===== src/rtl/pll_reconfig_seq.sv =====
// SDRAM PLL reconfiguration sequencer: ordered Avalon-MM writes, PLL reset pulse, lock wait, C1 phase step.
// Optional PLLSEQ_RETRY_EN: repeat the full sequence once after the first lock timeout of a request.
//
// state | meaning
// IDLE  | waiting for a valid req
// WR    | issuing list A (frequency registers)
// RST   | pll_reset held high for RST_CYCLES
// LOCKW | waiting for locked, bounded by LOCK_TIMEOUT
// PH_WR | issuing list B (C1 phase step)
// FIN   | one-cycle done, commit cur_pos/cur_phase if no error
module pll_reconfig_seq #(
   parameter int NUM_CFG      = 11,
   parameter int PH_BASE      = 29,
   parameter int RST_CYCLES   = 8,
   parameter int LOCK_TIMEOUT = 50000
) (
   input  logic        CLK_50M,
   input  logic        RESET,
   input  logic        req,
   input  logic [3:0]  req_pos,
   input  logic [7:0]  req_phase,
   input  logic        phase_only,
   output logic [3:0]  cfg_idx,
   input  logic [31:0] cfg_m,
   input  logic [31:0] cfg_k,
   input  logic [31:0] cfg_c,
   output logic [5:0]  mgmt_address,
   output logic [31:0] mgmt_writedata,
   output logic        mgmt_write,
   input  logic        mgmt_waitrequest,
   input  logic        locked,
   output logic        pll_reset,
   output logic        busy,
   output logic        done,
   output logic        err,
   output logic [3:0]  cur_pos,
   output logic [7:0]  cur_phase
);

   localparam int         TMR_MAX  = (LOCK_TIMEOUT > RST_CYCLES) ? LOCK_TIMEOUT : RST_CYCLES;
   localparam int         TW       = $clog2(TMR_MAX + 1);
   localparam logic [7:0] PH_BASE8 = 8'(PH_BASE);
   localparam logic [4:0] NUM_CFG5 = 5'(NUM_CFG);

   typedef enum logic [2:0] {IDLE, WR, RST, LOCKW, PH_WR, FIN} state_t;

   state_t          state, state_nxt;
   logic [3:0]      pos_q;
   logic [7:0]      phase_q;
   logic [31:0]     ph_word;
   logic [TW-1:0]   tmr;
   logic [3:0]      wr_idx;
   logic            wr_gap;
   logic            wr_fire;
   logic            accept;
   logic            retry_avail;

   function automatic logic [31:0] ph_word_f(input logic [7:0] base, input logic [7:0] tgt);
      logic [8:0] b9, t9, d9;
      b9 = {1'b0, base};
      t9 = {1'b0, tgt};
      if (t9 > b9) begin
         d9 = t9 - b9;
         ph_word_f = {23'd0, d9} | 32'h0001_0000;
      end else begin
         d9 = b9 - t9;
         ph_word_f = {23'd0, d9} | 32'h0021_0000;
      end
   endfunction

   assign accept  = (state == IDLE) && req && ({1'b0, req_pos} < NUM_CFG5);
   assign wr_fire = !wr_gap && !mgmt_waitrequest;

   always_ff @(posedge CLK_50M) begin
      if (RESET) state <= IDLE;
      else       state <= state_nxt;
   end

   always_comb begin
      state_nxt = state;
      case (state)
         IDLE:    if (accept)
                     state_nxt = !phase_only ? WR : ((req_phase == cur_phase) ? FIN : PH_WR);
         WR:      if (wr_fire && wr_idx == 4'd8) state_nxt = RST;
         RST:     if (tmr == '0) state_nxt = LOCKW;
         LOCKW:   if (locked)
                     state_nxt = (phase_q == PH_BASE8) ? FIN : PH_WR;
                  else if (tmr == '0)
                     state_nxt = retry_avail ? WR : FIN;
         PH_WR:   if (wr_fire && wr_idx == 4'd2) state_nxt = FIN;
         FIN:     state_nxt = IDLE;
         default: state_nxt = IDLE;
      endcase
   end

   // Write index and gap flag are only live inside WR/PH_WR; every entry starts fresh.
   always_ff @(posedge CLK_50M) begin
      if (RESET) begin
         pos_q     <= '0;
         phase_q   <= '0;
         ph_word   <= '0;
         tmr       <= '0;
         wr_idx    <= '0;
         wr_gap    <= 1'b0;
         err       <= 1'b0;
         cur_pos   <= '0;
         cur_phase <= PH_BASE8;
      end else begin
         wr_idx <= '0;
         wr_gap <= 1'b0;
         case (state)
            IDLE: if (accept) begin
               pos_q   <= req_pos;
               phase_q <= req_phase;
               err     <= 1'b0;
               ph_word <= ph_word_f(cur_phase, req_phase);
            end
            WR, PH_WR: begin
               tmr    <= TW'(RST_CYCLES - 1);
               wr_idx <= wr_idx;
               if (wr_gap) begin
                  wr_gap <= 1'b0;
               end else if (!mgmt_waitrequest) begin
                  wr_gap <= 1'b1;
                  wr_idx <= wr_idx + 4'd1;
               end
            end
            RST: tmr <= (tmr == '0) ? TW'(LOCK_TIMEOUT - 1) : tmr - TW'(1);
            LOCKW: begin
               if (locked)         ph_word <= ph_word_f(PH_BASE8, phase_q);
               else if (tmr != '0) tmr <= tmr - TW'(1);
               else if (!retry_avail) err <= 1'b1;
            end
            FIN: if (!err) begin
               cur_pos   <= pos_q;
               cur_phase <= phase_q;
            end
            default: ;
         endcase
      end
   end

`ifdef PLLSEQ_RETRY_EN
   logic retry_q;
   always_ff @(posedge CLK_50M) begin
      if (RESET)                                        retry_q <= 1'b0;
      else if (accept)                                  retry_q <= 1'b0;
      else if (state == LOCKW && !locked && tmr == '0)  retry_q <= 1'b1;
   end
   assign retry_avail = !retry_q;
`else
   assign retry_avail = 1'b0;
`endif

   always_comb begin
      mgmt_write     = 1'b0;
      mgmt_address   = '0;
      mgmt_writedata = '0;
      if (state == WR && !wr_gap) begin
         mgmt_write = 1'b1;
         case (wr_idx)
            4'd0:    begin mgmt_address = 6'd0; mgmt_writedata = 32'd0; end
            4'd1:    begin mgmt_address = 6'd4; mgmt_writedata = cfg_m; end
            4'd2:    begin mgmt_address = 6'd7; mgmt_writedata = cfg_k; end
            4'd3:    begin mgmt_address = 6'd3; mgmt_writedata = 32'h0001_0000; end
            4'd4:    begin mgmt_address = 6'd5; mgmt_writedata = cfg_c; end
            4'd5:    begin mgmt_address = 6'd5; mgmt_writedata = cfg_c | 32'h0004_0000; end
            4'd6:    begin mgmt_address = 6'd9; mgmt_writedata = 32'd1; end
            4'd7:    begin mgmt_address = 6'd8; mgmt_writedata = 32'd7; end
            default: begin mgmt_address = 6'd2; mgmt_writedata = 32'd0; end
         endcase
      end else if (state == PH_WR && !wr_gap) begin
         mgmt_write = 1'b1;
         case (wr_idx)
            4'd0:    begin mgmt_address = 6'd0; mgmt_writedata = 32'd0; end
            4'd1:    begin mgmt_address = 6'd6; mgmt_writedata = ph_word; end
            default: begin mgmt_address = 6'd2; mgmt_writedata = 32'd0; end
         endcase
      end
   end

   assign pll_reset = (state == RST);
   assign busy      = (state != IDLE) && (state != FIN);
   assign done      = (state == FIN);
   assign cfg_idx   = pos_q;

endmodule


===== config.mk =====
export PLATFORM = sky130hd
export DESIGN_NAME = pll_reconfig_seq
export DESIGN_NICKNAME = d
export VERILOG_FILES = /design/src/rtl/pll_reconfig_seq.sv
export SDC_FILE = /design/constraint.sdc
export NUM_CORES = 1
export LEC_CHECK = 0
export BUFFER_PORTS_ARGS = -buffer_cell sky130_fd_sc_hd__buf_2
export CORE_MARGIN = 3
export CORE_UTILIZATION = 52
export CTS_BUF_LIST = sky130_fd_sc_hd__clkbuf_8
export CTS_CLUSTER_DIAMETER = 50
export CTS_CLUSTER_SIZE = 25
export DETAILED_ROUTE_END_ITERATION = 7
export PLACE_DENSITY_LB_ADDON = 0.08
export SYNTH_ARGS = -nofsm -noshare
export SYNTH_HDL_FRONTEND = slang
export SYNTH_SLANG_ARGS = --single-unit
export TNS_END_PERCENT = 5

===== constraint.sdc =====
create_clock -name CLK_50M -period 2.5 [get_ports CLK_50M]
set_input_delay 0.25 -clock CLK_50M [delete_from_list [all_inputs] [get_ports CLK_50M]]
set_output_delay 0.25 -clock CLK_50M [all_outputs]
set_load 0.05 [all_outputs]

==> results of run 1 <==
[worst max-delay path: cells and delay by family, from the launching register on]
kind / cells / cell delay, ps
AOI/OAI and AO/OA: 1 / 140
DFF: 1 / 350
and+or+nand+nor: 3 / 390
buffers and inverters: 4 / 710
adders and majority gates: 1 / 260
[cell type report]
type                       instances  share of cell area, %
clock buffer                       9                   1.96
clock inverter                     5                   1.62
inverter                          26                   1.54
multi-input combinational        523                   52.6
sequential                        60                   19.0
tap                              105                   2.08
timing repair buffer             221                   21.2
[routing by layer]
| layer | vias up | part of all wire (%) | wire length [microns] | global-route usage, % |
|---|---|---|---|---|
| li1 | 2706 | - | - | - |
| met1 | 2591 | 41 | 6650 | 39.6 |
| met2 | 262 | 48 | 7800 | 52.4 |
| met3 | 43 | 7.5 | 1210 | 4.91 |
| met4 | 0 | 3.1 | 507 | 13.4 |
| met5 | - | 0 | 0 | 0 |
[cells in the final DEF, fill, tap and decap left out, types with 9 or more instances in the layout]
master,instances
xor2_1,14
clkbuf_8,9
buf_4,71
nor2_1,61
a22oi_1,22
inv_1,26
nand2b_1,9
ha_1,25
nand2_1,103
a21oi_1,48
mux2i_1,15
dfxtp_1,59
nor3_1,11
nand3_1,22
nor2b_1,11
buf_2,139
o21ai_0,28
a21oi_2,20
[sequential cells by signal (all words and copies together), names as in the netlist]
name and cells:
tmr 16, ph_word 11, cur_phase 8, phase_q 8, cfg_idx 4, cur_pos 4
wr_idx 4, state 3, err 1, wr_gap 1
[power groups by stage]
stage | clock network (W) | registers, W | logic (W)
after floorplan | 0 | 0.00128 | 0.00120
after global placement | 0 | 0.00124 | 0.00190
after detailed placement | 0 | 0.00125 | 0.00196
after CTS | 0.00104 | 0.00123 | 0.00199
after global routing | 0.00109 | 0.00125 | 0.00222
final | 0.00102 | 0.00124 | 0.00202
[metrics by stage]
| stage | setup slack, ps | std cells |
|---|---|---|
| 6_report | 49.7 | 949 |
| 5_1_grt | -135 | 949 |
| 4_1_cts | -39.3 | 949 |
| 3_5_place_dp | -102 | 935 |
| 3_3_place_gp | -50.6 | 935 |
| 2_1_floorplan | -249 | 656 |
[synthesized netlist by cell type (6+ instances only)]
master and number:
a211oi_1 8, clkbuf_1 38, dfxtp_1 60, nor2_1 62, nor2b_1 11, a221oi_1 7
nand4_1 8, nand2b_1 9, a21o_1 8, a22o_1 7, o211ai_1 7, mux2i_1 16
buf_2 6, or3_1 6, nand3_1 22, ha_1 27, a21oi_1 68, nand2_1 104
o21ai_0 36, a22oi_1 22, xor2_1 14, a31oi_1 8, nor3_1 12, inv_1 26
[cell families after synthesis]
kind of cell | Yosys count | share of synthesized area (%)
buffers and inverters | 73 | 6.19
other | 1 | 0.0803
XOR/XNOR | 15 | 2.81
multiplexers | 16 | 3.43
flip-flops | 60 | 25.7
adder cells (fa/ha/maj) | 29 | 8.09
AO/OA/AOI/OAI | 197 | 27.4
AND/OR/NAND/NOR | 264 | 26.3
[final timing paths]
path | startpoint | cells past startpoint | slack [ps] | end
worst max-delay path | wr_idx[1]$_SDFFE_PP0P_ | 9 | 50 | mgmt_writedata[10]
worst min-delay path | mgmt_waitrequest | 2 | 110 | wr_gap$_SDFF_PP0_
worst max register to register | cur_phase[7]$_SDFFE_PP0P_ | 9 | 140 | ph_word[1]$_SDFFE_PP0P_
worst min register to register | cur_pos[0]$_SDFFE_PP0P_ | 2 | 460 | cur_pos[0]$_SDFFE_PP0P_
[timing repair]
action	in CTS	in global routing
pin swaps	0	0
hold buffers	0	0
gates resized for setup	25	40
setup endpoints to repair	41	36
==> out/results.ini, run 1 <==
[finish]
design_area_sq_um = 6330
antenna_cells = 0
n_fill_cell = 692
final-seq-area_sq_um = 1200
area_growth_pct = 35.4
multiInputGateArea_sq_um = 3330
drive_gt1_share_pct = 32.7
fin_util_pct = 74.7
nNetsFinal = 984

[logic_synthesis]
synth-warning-count = 0
synth.largest_area_cell = dfxtp_1
yosysTopAreaCellShare_pct = 25.7
synthFlopType = dfxtp_1
synth_cell_types = 57
ys_ff_latch = 60
synth_area_sq_um = 4670
ys_seq_area_share_pct = 25.7
post_synth.cell_area_avg_sq_um = 7.13
synth_area_leaders = dfxtp_1 26%, nand2_1 8.4%, a21oi_1 7.3%
async_reset_ff_share_pct = 0
synth-edff-count = 0
syn-instance-count = 655

[global_routing]
grt_pass1_vias = 5364
grt_max_degree = 31
grt_util_all_layers_pct = 31.3
grt_pass1_wl_microns = 25700
antenna_found_initial = 0
overflow = 0

[routing]
vias = 5602
drtPass1Iterations = 6
avgRoutedWirePerCell_microns = 17.0
wl_microns = 16200
drc = 0
ant_nets = 0
vias_per_cell = 5.90
drt_iter0_drc = 402

[run_status]
status = finished clean

[placement]
placed_area_sq_um = 5950
place_congestion = 0.942
dp_hpwl_microns = 12700
portBuffers = 170

[timing]
tightest_slew_ps = 712
min_period_ps = 2450
min_period_over_period_pct = 98.0
hold_violations = 0
hold_slack_ps = 110
clock_skew_ps = 11.2
setup_viol = 0
slew_headroom_pct = 52.5
slew_viol_final = 0
fin_setup_tns_ps = 0
fmax_ghz = 0.408
rsz0062_at_grt = yes

[cts]
cts-buffers-inserted = 9
clockBufferDepth = 2
postCtsSetupBuffers = 0
cts-root-buf = clkbuf_8
cts_num_sinks = 60
cts_max_level = 3
cts_tree = yes
path_clk_slew_ps = 70
insertion_delay_ps = 340

[pwr]
swShare_pct = 38.3
power_w = 0.00428
p_seq_share_pct = 28.9
power_switching_w = 0.00164
p_int_w = 0.00264
powerDensity_nw_per_um2 = 677
pwr-share-comb_pct = 47.2
ir_drop_v = 0.000711
leakage_nw = 2.77
p_clk_share_pct = 23.9

[die]
die_h_microns = 101
die_area_sq_um = 10200
io_pins = 173
row_count = 33
start_util_pct = 55.2
die_w_microns = 101
core_sq_um = 8460

[setup_path]
cp_max_fo = 20
crit_path_end_kind = output pin
cp_slowest_cell = dfxtp_1
arrival_ps = 2200
cp-start-kind = flip-flop
cp_common_cell = buf_6
cp_data_required_time_ps = 2250
cp_cell_sequence = inv_1, ha_2, nor2_4, nor3b_2, buf_6, buf_6, nand2_1, a21oi_2, clkbuf_4
cpPeakStageDelay_ps = 350
critPathKind = reg -> out

[hold_path]
hold_path_class = in -> reg

[flow_run]
cap_violations = 0

(Power assumes the default switching activity.)
==> run 2, diff against run 1 <==
Settings changed: CORE_UTILIZATION 52 to 51, CTS_BUF_LIST sky130_fd_sc_hd__clkbuf_8 to default.
==> run 2 against run 1 <==
Effect of this change: power down 0.49%; largest power group unchanged; sequential share of layout area barely moved; critical path depth stayed put; combinational power about the same; core utilization fell by 2.8 points; critical path type unchanged; worst hold slack got worse by 26 ps.
==> out/results.ini, run 2 (synthesized netlist as in run 1, its figures left out) <==
[timing]
min_period_over_period_pct = 98.0
min_period_ps = 2450
rsz0062_at_grt = yes
clock_skew_ps = 14.2
tightest_slew_ps = 766
slew_viol_final = 0
hold_violations = 0
setup_viol = 0
slew_headroom_pct = 49.0
fmax_ghz = 0.408

[routing]
drt_iter0_drc = 359
vias = 5549
vias_per_cell = 5.82
ant_nets = 0
wl_microns = 15900
drtPass1Iterations = 5
drc = 0
avgRoutedWirePerCell_microns = 16.7

[cts]
clockBufferDepth = 2
insertion_delay_ps = 360
cts_max_level = 3
path_clk_slew_ps = 80
cts_num_sinks = 60
cts_tree = yes
postCtsSetupBuffers = 0
cts-buffers-inserted = 9
cts-root-buf = clkbuf_8

[pwr]
swShare_pct = 39.4
leakage_nw = 2.78
p_int_w = 0.00258
p_seq_share_pct = 29.0
power_switching_w = 0.00168
powerDensity_nw_per_um2 = 673
power_w = 0.00426
ir_drop_v = 0.000868
p_clk_share_pct = 23.3
pwr-share-comb_pct = 47.7

[finish]
antenna_cells = 0
mostFrequentLayoutCell = buf_2
largest_register_ffs = 16
largest_register = tmr
design_area_sq_um = 6330
drive_gt1_share_pct = 33.1
nNetsFinal = 984
final_cell_mix = 152 x buf_2, 104 x nand2_1, 61 x nor2_1, 58 x dfxtp_1, 55 x buf_4
area_growth_pct = 35.6
fin_util_pct = 71.9
final-seq-area_sq_um = 1200
n_fill_cell = 747
multiInputGateArea_sq_um = 3340
reg_top3 = tmr (16), ph_word (11)

[global_routing]
grt_max_degree = 33
grt_use_met2_pct = 49.1
overflow = 0
use_met3_pct = 4.96
gr-usage-met1_pct = 36.4
grt_pass1_vias = 4928
grt_pass1_wl_microns = 23900
grt_util_all_layers_pct = 29.1
grt_busiest_layer = met2
antenna_found_initial = 0

[setup_path]
arrival_ps = 2200
cp-start-kind = flip-flop
cp_data_required_time_ps = 2250
cp_max_fo = 7
crit_path_end_kind = output pin
critPathKind = reg -> out

[die]
io_pins = 173
die_h_microns = 102
row_count = 34
die_w_microns = 102
start_util_pct = 53.0
core_sq_um = 8810
die_area_sq_um = 10300

[hold_path]
hold_path_class = in -> reg

[run_status]
status = finished clean

[placement]
placed_area_sq_um = 5960
place_congestion = 0.967
portBuffers = 170
dp_hpwl_microns = 12400

[flow_run]
cap_violations = 0

[run 2: final timing paths]
path	startpoint	endpoint	slack (ps)	cells past startpoint
setup / recovery	wr_idx[1]$_SDFFE_PP0P_	mgmt_writedata[21]	50	9
setup reg to reg	tmr[1]$_SDFFE_PP0P_	tmr[3]$_SDFFE_PP0P_	140	8
hold reg to reg	cur_pos[3]$_SDFFE_PP0P_	cur_pos[3]$_SDFFE_PP0P_	450	2
hold / removal	mgmt_waitrequest	wr_gap$_SDFF_PP0_	80	2
[run 2: area by class of cell]
cell class	instances	area share [%]
Sequential cell	60	19.0
Clock inverter	4	1.15
Tap cell	108	2.13
Inverter	26	1.54
Multi-Input combinational cell	523	52.8
Timing Repair Buffer	221	21.1
Clock buffer	12	2.29
[run 2: power groups by stage]
stage	clock network (W)	logic, W	registers [W]
floorplan	0	0.00120	0.00128
global placement	0	0.00190	0.00125
detailed placement	0	0.00196	0.00125
CTS	0.000996	0.00200	0.00123
global route	0.00103	0.00223	0.00126
finish	0.000991	0.00203	0.00124
[run 2: through the flow]
step                      TNS (ps)  setup WS, ps  hold WS (ps)  std cells
after floorplan              -3740          -249           327        656
after detailed placement      -903          -190           445        937
after global routing          -108         -76.2           102        954
final                            0          50.6          84.3        954
after CTS                     -103         -51.7          88.5        953
after global placement       -29.1         -29.1           442        937
[run 2: worst max-delay path: stages (launching register included)]
cell and delay (ps):
dfxtp_2 350, inv_2 100, ha_4 180, nor2_2 60, nor3b_2 300, buf_2 250
a22o_1 150, a21oi_1 50, o21ai_1 180, buf_4 230
[run 2: routing by layer]
| layer | vias to the layer above | part of all wire, % | wire [microns] |
|---|---|---|---|
| met5 | - | 0 | 0 |
| met1 | 2557 | 42 | 6670 |
| met3 | 38 | 7.9 | 1260 |
| li1 | 2704 | - | - |
| met4 | 0 | 3.2 | 514 |
| met2 | 250 | 47 | 7500 |
[run 2: what timing repair did]
| action | CTS | global route |
|---|---|---|
| hold buffers | 0 | 0 |
| endpoints found under the hold margin | 0 | 0 |
| cloned | 0 | 1 |
| pin swaps | 0 | 3 |
| resized for setup | 16 | 39 |
| setup endpoints to repair | 45 | 36 |
==> run 3, diff against run 2 <==
Settings changed: CORE_ASPECT_RATIO from default to 1.4, PLACE_DENSITY from default to 0.81, PLACE_DENSITY_LB_ADDON 0.08 to default.
==> run 3 against run 2 <==
Effect of this change: sequential share of layout area grew 0.20 points; setup slack better by 38 ps; non-clock buffer count fell by 11; sequential power is 4% higher; first-iteration DRC count up 12%; critical path depth stayed put; global-route usage grew 1.6 points; clock-buffer cell count shrank 1; die area increased by 0.15%; register-to-register slack improved by 60 ps; sequential cell count stayed put; largest power group unchanged.
==> out/results.ini, run 3 (synthesized netlist as in run 1, its figures left out) <==
[run_status]
status = finished clean

[setup_path]
timing.rr.end = ph_word[6]$_SDFFE_PP0P_
r2r-start = cur_phase[7]$_SDFFE_PP0P_
critPathKind = reg -> out
reg2reg_depth = 8
cp-start-kind = flip-flop
r2r_slack_ps = 200
cp_max_fo = 16
arrival_ps = 2160
crit_path_end_kind = output pin
cp_data_required_time_ps = 2250

[timing]
tightest_slew_ps = 553
fin_setup_tns_ps = 0
hold_violations = 0
min_period_over_period_pct = 96.5
clock_skew_ps = 5.73
rsz0062_at_grt = yes
fin_ws_ps = 88.3
fmax_ghz = 0.415
slew_viol_final = 0
min_period_ps = 2410
setup_viol = 0
slew_headroom_pct = 62.8

[global_routing]
grt_util_all_layers_pct = 30.7
grt_pass1_vias = 5504
overflow = 0
use_met3_pct = 6.71
grt_pass1_wl_microns = 25600
grt_use_met2_pct = 54.8
gr-usage-met1_pct = 32.4
antenna_found_initial = 1
grt_max_degree = 34
grt_busiest_layer = met2

[routing]
vias = 5468
drtPass1Iterations = 5
wl_microns = 16200
avgRoutedWirePerCell_microns = 17.2
drt_iter0_drc = 401
drc = 0
ant_nets = 0
vias_per_cell = 5.82

[hold_path]
min_path_cells = 2
min_to = wr_gap$_SDFF_PP0_
hold_path_class = in -> reg
hp-start = mgmt_waitrequest

[die]
io_pins = 173
die_h_microns = 119
core_sq_um = 8760
row_count = 40
die_area_sq_um = 10400
die_w_microns = 86.9
start_util_pct = 53.3

[finish]
n_fill_cell = 753
largest_register_ffs = 16
nNetsFinal = 973
fin_cells = 939
drive_gt1_share_pct = 31.5
final_cell_mix = 162 x buf_2, 104 x nand2_1, 60 x nor2_1, 59 x dfxtp_1, 48 x a21oi_1
design_area_sq_um = 6260
fin_util_pct = 71.5
reg_top3 = tmr (16), ph_word (11)
largest_register = tmr
mostFrequentLayoutCell = buf_2
antenna_cells = 0
area_growth_pct = 34.0

[cts]
cts_num_sinks = 60
cts-root-buf = clkbuf_16
cts-buffers-inserted = 9
hold_buffers = 0
clockBufferDepth = 2
path_clk_slew_ps = 50
cts_max_level = 3
cts_tree = yes
insertion_delay_ps = 330

[pwr]
ir_drop_v = 0.000462
leakage_nw = 2.75
powerDensity_nw_per_um2 = 688

[placement]
placed_area_sq_um = 5880
dp_cells = 922
portBuffers = 170
place_congestion = 0.943
dp_hpwl_microns = 12600
pre_cts_slack_ps = 69.2

[flow_run]
cap_violations = 0

run 3: changes by cell type in the layout (fill, tap and decap cells not counted), sizes merged:
cell      before  now
buf          215  207
bufinv         2    0
clkbuf        18   14
clkinv         1    2
clkinvlp       1    2
run 3: through the flow:
stage                     total power (W)  hold WS [ps]
after detailed placement          0.00309           447
after global routing              0.00459           117
after CTS                         0.00426           114
after global placement            0.00304           440
after floorplan                   0.00248           327
final                             0.00431           116
run 3: per-layer routing:
| layer | wire length [microns] | up-vias |
|---|---|---|
| met5 | 18 | - |
| met4 | 791 | 2 |
| met3 | 1150 | 59 |
| met2 | 8330 | 257 |
| met1 | 5870 | 2468 |
| li1 | - | 2682 |
run 3: cell type report:
cell class / count / area [sq um] / share of cell area [%]
multi-input combinational: 523 / 3320 / 53.1
timing repair buffer: 210 / 1230 / 19.6
sequential: 60 / 1200 / 19.2
clock buffer: 11 / 253 / 4.04
tap: 105 / 131 / 2.10
inverter: 26 / 97.6 / 1.56
clock inverter: 4 / 25.0 / 0.400
run 3: worst max path at each step:
stage / start / end / depth (start not counted)
after floorplan: state[1]$_SDFFE_PP0P_ / mgmt_writedata[3] / 6
after global placement: req_phase[2] / ph_word[7]$_SDFFE_PP0P_ / 10
after detailed placement: req_phase[7] / ph_word[7]$_SDFFE_PP0P_ / 10
after CTS: wr_idx[0]$_SDFFE_PP0P_ / mgmt_writedata[1] / 8
after global routing: wr_idx[1]$_SDFFE_PP0P_ / mgmt_address[2] / 10
final: wr_idx[1]$_SDFFE_PP0P_ / mgmt_writedata[25] / 9
run 3: what timing repair did:
| action | CTS | global route |
|---|---|---|
| gates cloned | 0 | 1 |
| setup endpoints to repair | 8 | 36 |
| gates resized for setup | 6 | 17 |
| buffers inserted | 0 | 1 |
| pin swaps | 0 | 1 |
run 3: critical path, cell delays in order, from the launching register on:
cell       delay (ps)
dfxtp_1           340
inv_1             120
ha_2              200
nor2_1             70
nor3b_2           290
buf_4             180
clkbuf_16         160
nand2_1            80
a21oi_2           110
buf_2             270
run 3: report_power, final:
group / internal (W) / leakage (nW) / total, W / switching (W)
sequential: 0.00111 / 0.490 / 0.00129 / 0.000173
combinational: 0.000789 / 2.13 / 0.00188 / 0.00109
clock: 0.000714 / 0.133 / 0.00114 / 0.000430
total: 0.00261 / 2.75 / 0.00431 / 0.00169
